--- config.mk ---
export PLATFORM = sky130hd
export DESIGN_NAME = cp0_regfile_flat
export DESIGN_NICKNAME = d
export VERILOG_FILES = /design/src/rtl/cp0_regfile_if.sv /design/src/rtl/cp0_regfile.sv /design/src/flat_wrapper.sv
export SDC_FILE = /design/constraint.sdc
export NUM_CORES = 1
export LEC_CHECK = 0
export ABC_AREA = 1
export CELL_PAD_IN_SITES_DETAIL_PLACEMENT = 1
export CELL_PAD_IN_SITES_GLOBAL_PLACEMENT = 1
export CORE_MARGIN = 5
export CORE_UTILIZATION = 32
export CTS_CLUSTER_SIZE = 8
export DETAILED_ROUTE_END_ITERATION = 8
export GPL_ROUTABILITY_DRIVEN = 0
export PLACE_DENSITY_LB_ADDON = 0.08
export SLEW_MARGIN = 20
export SYNTH_ARGS = -nofsm -noshare
export SYNTH_HDL_FRONTEND = slang
export SYNTH_SLANG_ARGS = --single-unit
--- constraint.sdc ---
create_clock -name clk -period 2.38 [get_ports clk]
set_input_delay 0.595 -clock clk [delete_from_list [all_inputs] [get_ports clk]]
set_output_delay 0.595 -clock clk [all_outputs]
set_load 0.005 [all_outputs]
--- src/rtl/cp0_regfile_if.sv ---
// ---------------------------------------------------------------------------
// cp0_regfile_if
// MTC0 / MFC0 access bus between the pipeline and the CP0 register file.
//   WE     : MTC0 write enable
//   WAddr  : MTC0 register number      WSel : MTC0 select
//   WData  : MTC0 write data
//   RAddr  : MFC0 register number      RSel : MFC0 select
//   RData  : MFC0 read data (driven by the register file)
// master = pipeline side, slave = register file side.
// ---------------------------------------------------------------------------
interface cp0_regfile_if;
  logic        WE;
  logic [4:0]  WAddr;
  logic [2:0]  WSel;
  logic [31:0] WData;
  logic [4:0]  RAddr;
  logic [2:0]  RSel;
  logic [31:0] RData;

  modport master (
    output WE, WAddr, WSel, WData, RAddr, RSel,
    input  RData
  );

  modport slave (
    input  WE, WAddr, WSel, WData, RAddr, RSel,
    output RData
  );
endinterface

--- src/rtl/cp0_regfile.sv ---
// ---------------------------------------------------------------------------
// cp0_regfile
// MIPS32 coprocessor-0 register file: Count, Compare, Status, Cause, EPC,
// EBase and a constant PRId. Services MTC0/MFC0, records exception entry and
// ERET, latches hardware/timer interrupt requests.
// Ports:
//   clk, rst         : clock, asynchronous active-low reset
//   bus              : MTC0/MFC0 access (cp0_regfile_if.slave)
//   HwInt[5:0]       : hardware interrupt lines, sampled into Cause.IP[7:2]
//   ExcValid/ExcCode/ExcInstPC/ExcDelay : exception entry
//   EretValid        : ERET commit
//   CP0EBASE/STATUS/CAUSE/EPC/COUNT/COMPARE : current register contents
//   IntPending       : enabled interrupt pending and not masked by EXL/IE
// ---------------------------------------------------------------------------
module cp0_regfile #(
  parameter logic [31:0] PRID_VALUE  = 32'h0001_8000,
  parameter logic [31:0] EBASE_RESET = 32'h8000_0000
) (
  input  logic        clk,
  input  logic        rst,
  cp0_regfile_if.slave bus,
  input  logic [5:0]  HwInt,
  input  logic        ExcValid,
  input  logic [4:0]  ExcCode,
  input  logic [31:0] ExcInstPC,
  input  logic        ExcDelay,
  input  logic        EretValid,
  output logic [31:0] CP0EBASE,
  output logic [31:0] CP0STATUS,
  output logic [31:0] CP0CAUSE,
  output logic [31:0] CP0EPC,
  output logic [31:0] CP0COUNT,
  output logic [31:0] CP0COMPARE,
  output logic        IntPending
);

  // {register number, select} encodings of the mapped registers
  localparam logic [7:0] SEL_COUNT   = {5'd9,  3'd0};
  localparam logic [7:0] SEL_COMPARE = {5'd11, 3'd0};
  localparam logic [7:0] SEL_STATUS  = {5'd12, 3'd0};
  localparam logic [7:0] SEL_CAUSE   = {5'd13, 3'd0};
  localparam logic [7:0] SEL_EPC     = {5'd14, 3'd0};
  localparam logic [7:0] SEL_PRID    = {5'd15, 3'd0};
  localparam logic [7:0] SEL_EBASE   = {5'd15, 3'd1};

  // Only the architecturally writable fields are stored.
  logic [31:0] count_q, count_d;
  logic [31:0] compare_q, compare_d;
  logic        timer_pend_q, timer_pend_d;
  logic [7:0]  im_q, im_d;
  logic        exl_q, exl_d;
  logic        ie_q, ie_d;
  logic        bd_q, bd_d;
  logic [5:0]  ip_hw_q, ip_hw_d;
  logic [1:0]  ip_sw_q, ip_sw_d;
  logic [4:0]  exccode_q, exccode_d;
  logic [31:0] epc_q, epc_d;
  logic [17:0] ebase_q, ebase_d;

  logic [7:0]  wsel_s;
  logic [7:0]  rsel_s;
  logic        mtc0_s;
  logic        wr_count_s, wr_compare_s, wr_status_s, wr_cause_s, wr_epc_s, wr_ebase_s;
  logic [31:0] status_s, cause_s, ebase_s;

  assign wsel_s = {bus.WAddr, bus.WSel};
  assign rsel_s = {bus.RAddr, bus.RSel};

  // An exception in the same cycle swallows the MTC0 write.
  assign mtc0_s       = bus.WE & ~ExcValid;
  assign wr_count_s   = mtc0_s & (wsel_s == SEL_COUNT);
  assign wr_compare_s = mtc0_s & (wsel_s == SEL_COMPARE);
  assign wr_status_s  = mtc0_s & (wsel_s == SEL_STATUS);
  assign wr_cause_s   = mtc0_s & (wsel_s == SEL_CAUSE);
  assign wr_epc_s     = mtc0_s & (wsel_s == SEL_EPC);
  assign wr_ebase_s   = mtc0_s & (wsel_s == SEL_EBASE);

  assign status_s = {16'd0, im_q, 6'd0, exl_q, ie_q};
  assign cause_s  = {bd_q, 15'd0, ip_hw_q, ip_sw_q, 1'b0, exccode_q, 2'd0};
  assign ebase_s  = {1'b1, 1'b0, ebase_q, 12'd0};

  // Next-state computation for every CP0 field
  always_comb begin
    if (wr_count_s) count_d = bus.WData;
    else            count_d = count_q + 32'd1;

    if (wr_compare_s) compare_d = bus.WData;
    else              compare_d = compare_q;

    // Clear from a Compare write wins over a coincident match.
    if (wr_compare_s)                timer_pend_d = 1'b0;
    else if (count_d == compare_q)   timer_pend_d = 1'b1;
    else                             timer_pend_d = timer_pend_q;

    if (wr_status_s) begin
      im_d = bus.WData[15:8];
      ie_d = bus.WData[0];
    end else begin
      im_d = im_q;
      ie_d = ie_q;
    end

    // EXL: exception sets, ERET clears (overriding a same-cycle MTC0 value).
    if (ExcValid)          exl_d = 1'b1;
    else if (EretValid)    exl_d = 1'b0;
    else if (wr_status_s)  exl_d = bus.WData[1];
    else                   exl_d = exl_q;

    // IP7 also carries the timer request latched on the previous edge.
    ip_hw_d = {HwInt[5] | timer_pend_q, HwInt[4:0]};

    if (wr_cause_s) ip_sw_d = bus.WData[9:8];
    else            ip_sw_d = ip_sw_q;

    if (ExcValid) exccode_d = ExcCode;
    else          exccode_d = exccode_q;

    // Nested exceptions (EXL already set) keep the original EPC and BD.
    if (ExcValid && !exl_q) begin
      bd_d  = ExcDelay;
      epc_d = ExcDelay ? (ExcInstPC - 32'd4) : ExcInstPC;
    end else if (wr_epc_s) begin
      bd_d  = bd_q;
      epc_d = bus.WData;
    end else begin
      bd_d  = bd_q;
      epc_d = epc_q;
    end

    if (wr_ebase_s) ebase_d = bus.WData[29:12];
    else            ebase_d = ebase_q;
  end

  // State registers with asynchronous active-low reset
  always_ff @(posedge clk or negedge rst) begin
    if (!rst) begin
      count_q      <= 32'd0;
      compare_q    <= 32'd0;
      timer_pend_q <= 1'b0;
      im_q         <= 8'd0;
      exl_q        <= 1'b0;
      ie_q         <= 1'b0;
      bd_q         <= 1'b0;
      ip_hw_q      <= 6'd0;
      ip_sw_q      <= 2'd0;
      exccode_q    <= 5'd0;
      epc_q        <= 32'd0;
      ebase_q      <= EBASE_RESET[29:12];
    end else begin
      count_q      <= count_d;
      compare_q    <= compare_d;
      timer_pend_q <= timer_pend_d;
      im_q         <= im_d;
      exl_q        <= exl_d;
      ie_q         <= ie_d;
      bd_q         <= bd_d;
      ip_hw_q      <= ip_hw_d;
      ip_sw_q      <= ip_sw_d;
      exccode_q    <= exccode_d;
      epc_q        <= epc_d;
      ebase_q      <= ebase_d;
    end
  end

  // MFC0 read mux: current state only, no bypass of a same-cycle write
  always_comb begin
    case (rsel_s)
      SEL_COUNT:   bus.RData = count_q;
      SEL_COMPARE: bus.RData = compare_q;
      SEL_STATUS:  bus.RData = status_s;
      SEL_CAUSE:   bus.RData = cause_s;
      SEL_EPC:     bus.RData = epc_q;
      SEL_PRID:    bus.RData = PRID_VALUE;
      SEL_EBASE:   bus.RData = ebase_s;
      default:     bus.RData = 32'd0;
    endcase
  end

  assign CP0EBASE   = ebase_s;
  assign CP0STATUS  = status_s;
  assign CP0CAUSE   = cause_s;
  assign CP0EPC     = epc_q;
  assign CP0COUNT   = count_q;
  assign CP0COMPARE = compare_q;
  assign IntPending = (|({ip_hw_q, ip_sw_q} & im_q)) & ie_q & ~exl_q;

endmodule

--- src/flat_wrapper.sv ---
// flat-port wrapper written by rule: the top's interface ports become plain ports
module cp0_regfile_flat 
#(
  parameter logic [31:0] PRID_VALUE  = 32'h0001_8000,
  parameter logic [31:0] EBASE_RESET = 32'h8000_0000
)
  (clk, rst, HwInt, ExcValid, ExcCode, ExcInstPC, ExcDelay, EretValid, CP0EBASE, CP0STATUS, CP0CAUSE, CP0EPC, CP0COUNT, CP0COMPARE, IntPending, bus_WE, bus_WAddr, bus_WSel, bus_WData, bus_RAddr, bus_RSel, bus_RData);
  cp0_regfile_if bus_i ();
  input  logic clk;
  input  logic rst;
  input  logic [5:0] HwInt;
  input  logic ExcValid;
  input  logic [4:0] ExcCode;
  input  logic [31:0] ExcInstPC;
  input  logic ExcDelay;
  input  logic EretValid;
  output logic [31:0] CP0EBASE;
  output logic [31:0] CP0STATUS;
  output logic [31:0] CP0CAUSE;
  output logic [31:0] CP0EPC;
  output logic [31:0] CP0COUNT;
  output logic [31:0] CP0COMPARE;
  output logic IntPending;
  input wire logic [$bits(bus_i.WE)-1:0] bus_WE;
  input wire logic [$bits(bus_i.WAddr)-1:0] bus_WAddr;
  input wire logic [$bits(bus_i.WSel)-1:0] bus_WSel;
  input wire logic [$bits(bus_i.WData)-1:0] bus_WData;
  input wire logic [$bits(bus_i.RAddr)-1:0] bus_RAddr;
  input wire logic [$bits(bus_i.RSel)-1:0] bus_RSel;
  output wire logic [$bits(bus_i.RData)-1:0] bus_RData;
  assign bus_i.WE = bus_WE;
  assign bus_i.WAddr = bus_WAddr;
  assign bus_i.WSel = bus_WSel;
  assign bus_i.WData = bus_WData;
  assign bus_i.RAddr = bus_RAddr;
  assign bus_i.RSel = bus_RSel;
  assign bus_RData = bus_i.RData;
  cp0_regfile #(.PRID_VALUE(PRID_VALUE), .EBASE_RESET(EBASE_RESET)) u_core (.clk(clk), .rst(rst), .bus(bus_i), .HwInt(HwInt), .ExcValid(ExcValid), .ExcCode(ExcCode), .ExcInstPC(ExcInstPC), .ExcDelay(ExcDelay), .EretValid(EretValid), .CP0EBASE(CP0EBASE), .CP0STATUS(CP0STATUS), .CP0CAUSE(CP0CAUSE), .CP0EPC(CP0EPC), .CP0COUNT(CP0COUNT), .CP0COMPARE(CP0COMPARE), .IntPending(IntPending));
endmodule
# Yosys cells after proc, flatten, opt, wreduce, memory -nomap -nowiden
# Cells that the tools add are included.
word_totals:
  ff_bits: 139
  inputBits: 97
  output_inout_bits: 225
  word_cells: 57
op_classes:
  addsub: 2
  n_eq_ne: 14
  n_mux: 10
  n_bitwise: 13
  n_reduce_logical: 6
ops:
  columns: ["operator", "n"]
  rows:
  - ["32-bit one-hot mux with 7 select lines", 1]
  - ["32-bit two-way mux", 4]
  - ["8-bit by 7-bit == test with 1-bit output, second input constant", 13]
  - ["32-bit by 1-bit adder with 32-bit output, second input constant", 1]
  - ["32-bit == test", 1]
  - ["32-bit by 3-bit subtractor with 32-bit output, second input constant", 1]
  - ["1-bit AND", 9]
  - ["8-bit AND", 1]
  - ["8-bit OR reduction", 1]
  - ["1-bit two-way mux", 5]
  - ["2-bit nonzero test", 2]
  - ["3-bit nonzero test", 1]
  - ["1-bit NOT", 2]
  - ["1-bit logical AND", 1]
  - ["1-bit zero test", 1]
  - ["1-bit bitwise OR", 1]

# Longest topological paths before layout
depth:
  depth_word: 7
  depth_mapped: 17

# Worst setup path before layout
# OpenSTA, ideal clock, no wires.
synth_path:
  path_kind: "input to output"
  from: "in bus_RAddr[0]"
  to: "out bus_RData[8]"
  t_arrival_ns: 1.735
  required_time_ns: 1.785
  setup_slack_ns: 0.050
  stages: 11
  path_buffers: 1
  cell_sequence: "inv_1 nor2_1 nand2_1 inv_1 nand4_1 nor2_1 inv_1 clkbuf_1 o22ai_1 a21oi_1 o211ai_1"
synth_between:
  elab_chain_cells: 2
  elab_cells_between_ends: 8
  cone_classes: "7 x eq/ne; 1 x mux"
synth_lines:
  columns: ["element", "line", "rtl"]
  rows:
  - ["start, declared", "flat_wrapper.sv:28", "input wire logic [$bits(bus_i.RAddr)-1:0] bus_RAddr;"]
  - ["8-bit by 7-bit == test with 1-bit output", "cp0_regfile.sv:167", "case (rsel_s)"]
  - ["32-bit one-hot mux with 7 select lines *", "cp0_regfile.sv:167", null]
  - ["end, declared", "flat_wrapper.sv:30", "output wire logic [$bits(bus_i.RData)-1:0] bus_RData;"]
# Every way passes the cells marked *; elsewhere a longest branch is shown, timed or not.

# Worst setup path after layout
layout_path:
  from: "in bus_RAddr[0]"
  to: "out bus_RData[9]"
# Same word-level chain as after synthesis.

==> results by group <==
Cells and area
  • Fin cells: 2166
  • Multi-input gate area in the final layout: 5313 sq um
  • Register area: 3492 sq um
  • Filler cells: 3432
  • Share of cells above drive strength 1: 27.76%
  • Fin nets: 1873
  • Area Growth Syn to Fin: 66.80%

Die
  • I/O Pins: 322
  • Die Ht: 178.9 microns
  • Die Footprint: 32020 sq um
  • Die width: 178.9 microns
  • Rows: 61
  • Initial Util: 32.60%
  • Core area: 28010 sq um

STA
  • Slew headroom: 65.75%
  • Final Hold Fails: 0
  • Crit path time final: 2.643 ns
  • Setup ws final: -0.2626 ns
  • Tcrit/Tclk final: 111.0%
  • # setup viols final: 32
  • Setup TNS: -5.651 ns
  • RSZ-0062 raised after global routing: yes
  • Worst-Margin Slew: 0.5138 ns
  • Max-slew violation count: 0
  • Clock skew: 0.01326 ns
  • Max frequency: 378.4 MHz
  • WHS: 0.1072 ns

GRT
  • Largest net degree at the start of global routing: 65
  • Grt total ovfl: 0
  • Initial antenna violation count: 1
  • Vias in the first global route: 11.30k
  • First-pass GRT wire length: 69230 microns
  • Overall routing resource usage: 28.89%

Logic synthesis
  • Ys flop type: dfrtp_1
  • Compound-Gate Fraction of Synth Area: 15.34%
  • Ys async rst share: 100.0%
  • Dominant cell type by area after synthesis: dfrtp_1
  • Post-Syn Area per Cell: 7.047 sq um
  • Adder-cell area share of the yosys netlist: 0.2740%
  • Area share of the largest cell type after synthesis: 38.09%
  • Simple-gate portion of the synthesized area: 30.07%
  • Largest family of logic cells by synthesized area: simple AND/OR/NAND/NOR gates
  • Netlist cell types: 50
  • Mapped Cells: 1296
  • XOR/XNOR Fraction of Synth Area: 2.206%
  • Synth Register Bits: 139
  • Post-synth EDFFs: 0
  • Top cells by count, synth: 365 x nand2_1, 176 x inv_1, 139 x dfrtp_1
  • Synth Warn #: 0
  • Register area share after synthesis: 38.09%
  • Mux contribution to synthesized area: 0%
  • Top post-synthesis cells by area: dfrtp_1 38%, nand2_1 15%, inv_1 7.2%
  • Count leader, synth: nand2_1
  • Area of the mapped netlist: 9133 sq um

Route
  • Vias per cell: 5.062
  • Detailed-route via count: 10.96k
  • M1 wire length: 20920 microns
  • DRC: 0
  • Detail Route Antenna Nets: 0
  • Met2 wire len: 21460 microns
  • DRT Wirelength: 47320 microns
  • DR top layer: met4
  • DR WL met3: 3761 microns
  • Post-DR wirelength/cell: 21.84 microns
  • Detailed Routing Iterations Pass 1: 5
  • Initial DRC Count: 816

Worst setup path
  • Crit path max fanout: 8
  • Crit start category: primary input
  • CP delay by family, top: buffers and inverters
  • Crit path cell chain: buf_8 > inv_4 > nor2_4 > nand2_2 > inv_2 > nand4_1 > nor2_2 > inv_4 > buf_8 > nor2_4 > a221oi_2 > o221ai_1 > buf_2
  • Max stage delay on crit path: 0.18 ns
  • Worst path slowest cell: buf_8
  • Critical path buffers and inverters: 6
  • Crit path arrival time: 2.05 ns
  • CP Capture Type: primary output
  • CP required: 1.78 ns
  • Setup Crit Path Kind: in -> out

Clock network
  • CTS Buf Count: 17
  • Clk_lat worst skew: 0.43 ns
  • Clk slew on worst S/H paths: 0.07 ns
  • Max Buffers Root-to-Sink: 2
  • Root buf cell: clkbuf_16
  • CTS tree: done
  • # clock sinks: 139
  • # hold bufs at CTS: 0
  • Total number of H-tree levels: 4

Worst hold path
  • Tightest Hold Check Type: in -> async

Power and ir drop
  • VDD IR max: 0.5244 mV
  • Leakage: 7.208 nW
  • PwrDens: 511.6 nW/um^2

Status
  • Failing checks: negative setup slack
  • Status: complete, but fails checks

Placed design
  • Dpl ws: -1.178 ns
  • Detailed placer's ending HPWL: 36530 microns
  • IO Port Bufs: 267
  • Placed cells: 2089

Job
  • Max-Cap Viols: 0
==> sequential cells by signal, indices dropped and copies added (netlist names) <==
name	count
u_core.ip_hw_q	6
u_core.im_q	8
u_core.ie_q	1
u_core.ebase_q	18
u_core.exccode_q	5
u_core.CP0COUNT	32
u_core.timer_pend_q	1
u_core.bd_q	1
u_core.exl_q	1
u_core.ip_sw_q	2
u_core.CP0EPC	32
u_core.CP0COMPARE	32
==> cells by family (layout without fill, tap and decap cells) <==
logic type / count (synthesis) / count (layout)
simple gates: 619 / 619
buf+inv: 278 / 717
compound gates: 233 / 233
flops: 139 / 139
xor+xnor: 23 / 23
fa+ha+maj: 2 / 2
other cells: 2 / 55
==> layout by cell type (no fill, tap or decap), drive strengths merged, types with 9 or more instances in the layout <==
master	Yosys	routed
xnor2	10	10
nand4	10	10
inv	179	185
clkbuf	30	19
o221ai	16	16
o21ai	123	123
nand2	378	378
a221oi	10	10
buf	65	275
nor2	118	118
o22ai	24	24
o211ai	13	13
xor2	13	13
nor3	14	14
a21oi	29	29
nand3	81	81
clkinv	4	9
conb	2	54
dfrtp	139	139
clkdlybuf4s50	0	212
==> timing repair <==
| action | in CTS | in global routing |
|---|---|---|
| setup endpoints to repair | 34 | 63 |
| cloned | 5 | 0 |
| pin swaps | 38 | 42 |
| buffers inserted | 31 | 15 |
| resized for setup | 345 | 94 |
==> layout make-up <==
type,instances,share of cell area (%)
antenna,1,0.01643
inverter,183,4.690
clock buffer,19,2.973
sequential,139,22.92
timing repair buffer,502,30.55
tap,378,3.105
multi-input combinational,931,34.87
clock inverter,13,0.8706
==> metrics by stage <==
stage	area [sq um]	power, mW	utilization, %
2_1_floorplan	9328	3.512	-
3_3_place_gp	13470	4.764	48.07
3_5_place_dp	13470	4.807	48.07
4_1_cts	14820	7.630	52.89
5_1_grt	15230	8.123	54.38
6_report	15230	7.793	54.38
==> report_power, final <==
group | total (mW) | internal [mW] | leakage [nW] | switching (mW)
Combinational | 2.23 | 1.09 | 5.16 | 1.14
Clock | 2.74 | 1.52 | 0.287 | 1.21
Sequential | 2.83 | 2.58 | 1.76 | 0.246
Total | 7.79 | 5.20 | 7.21 | 2.60
==> path summary, 6_finish.rpt <==
check                                    from  depth (start not counted)  slack (ns)             endpoint
min in group clk           u_core.ebase_q[14]                          2        0.53   u_core.ebase_q[14]
max reg2reg                u_core.CP0COUNT[0]                         15        0.11  u_core.timer_pend_q
max                              bus_RAddr[0]                         13       -0.26         bus_RData[9]
min                                       rst                          1        0.11  u_core.exccode_q[1]
max in group asynchronous                 rst                          2        1.62  u_core.CP0COUNT[11]
min reg2reg                u_core.ebase_q[14]                          2        0.53   u_core.ebase_q[14]
==> layer usage <==
layer,global-route usage [%],up-vias
li1,-,5047
met2,45.48,425
met3,6.896,65
met4,7.803,0
met5,0,-
met1,39.83,5427
==> worst register-to-register path, delay by kind of cell, from the launching register on <==
kind	cells	cell delay, ns
xor+xnor	1	0.16
flops	1	0.41
buf+inv	4	0.54
simple gates	9	0.98
compound gates	1	0.12
Power figures use the tool's default switching activity.
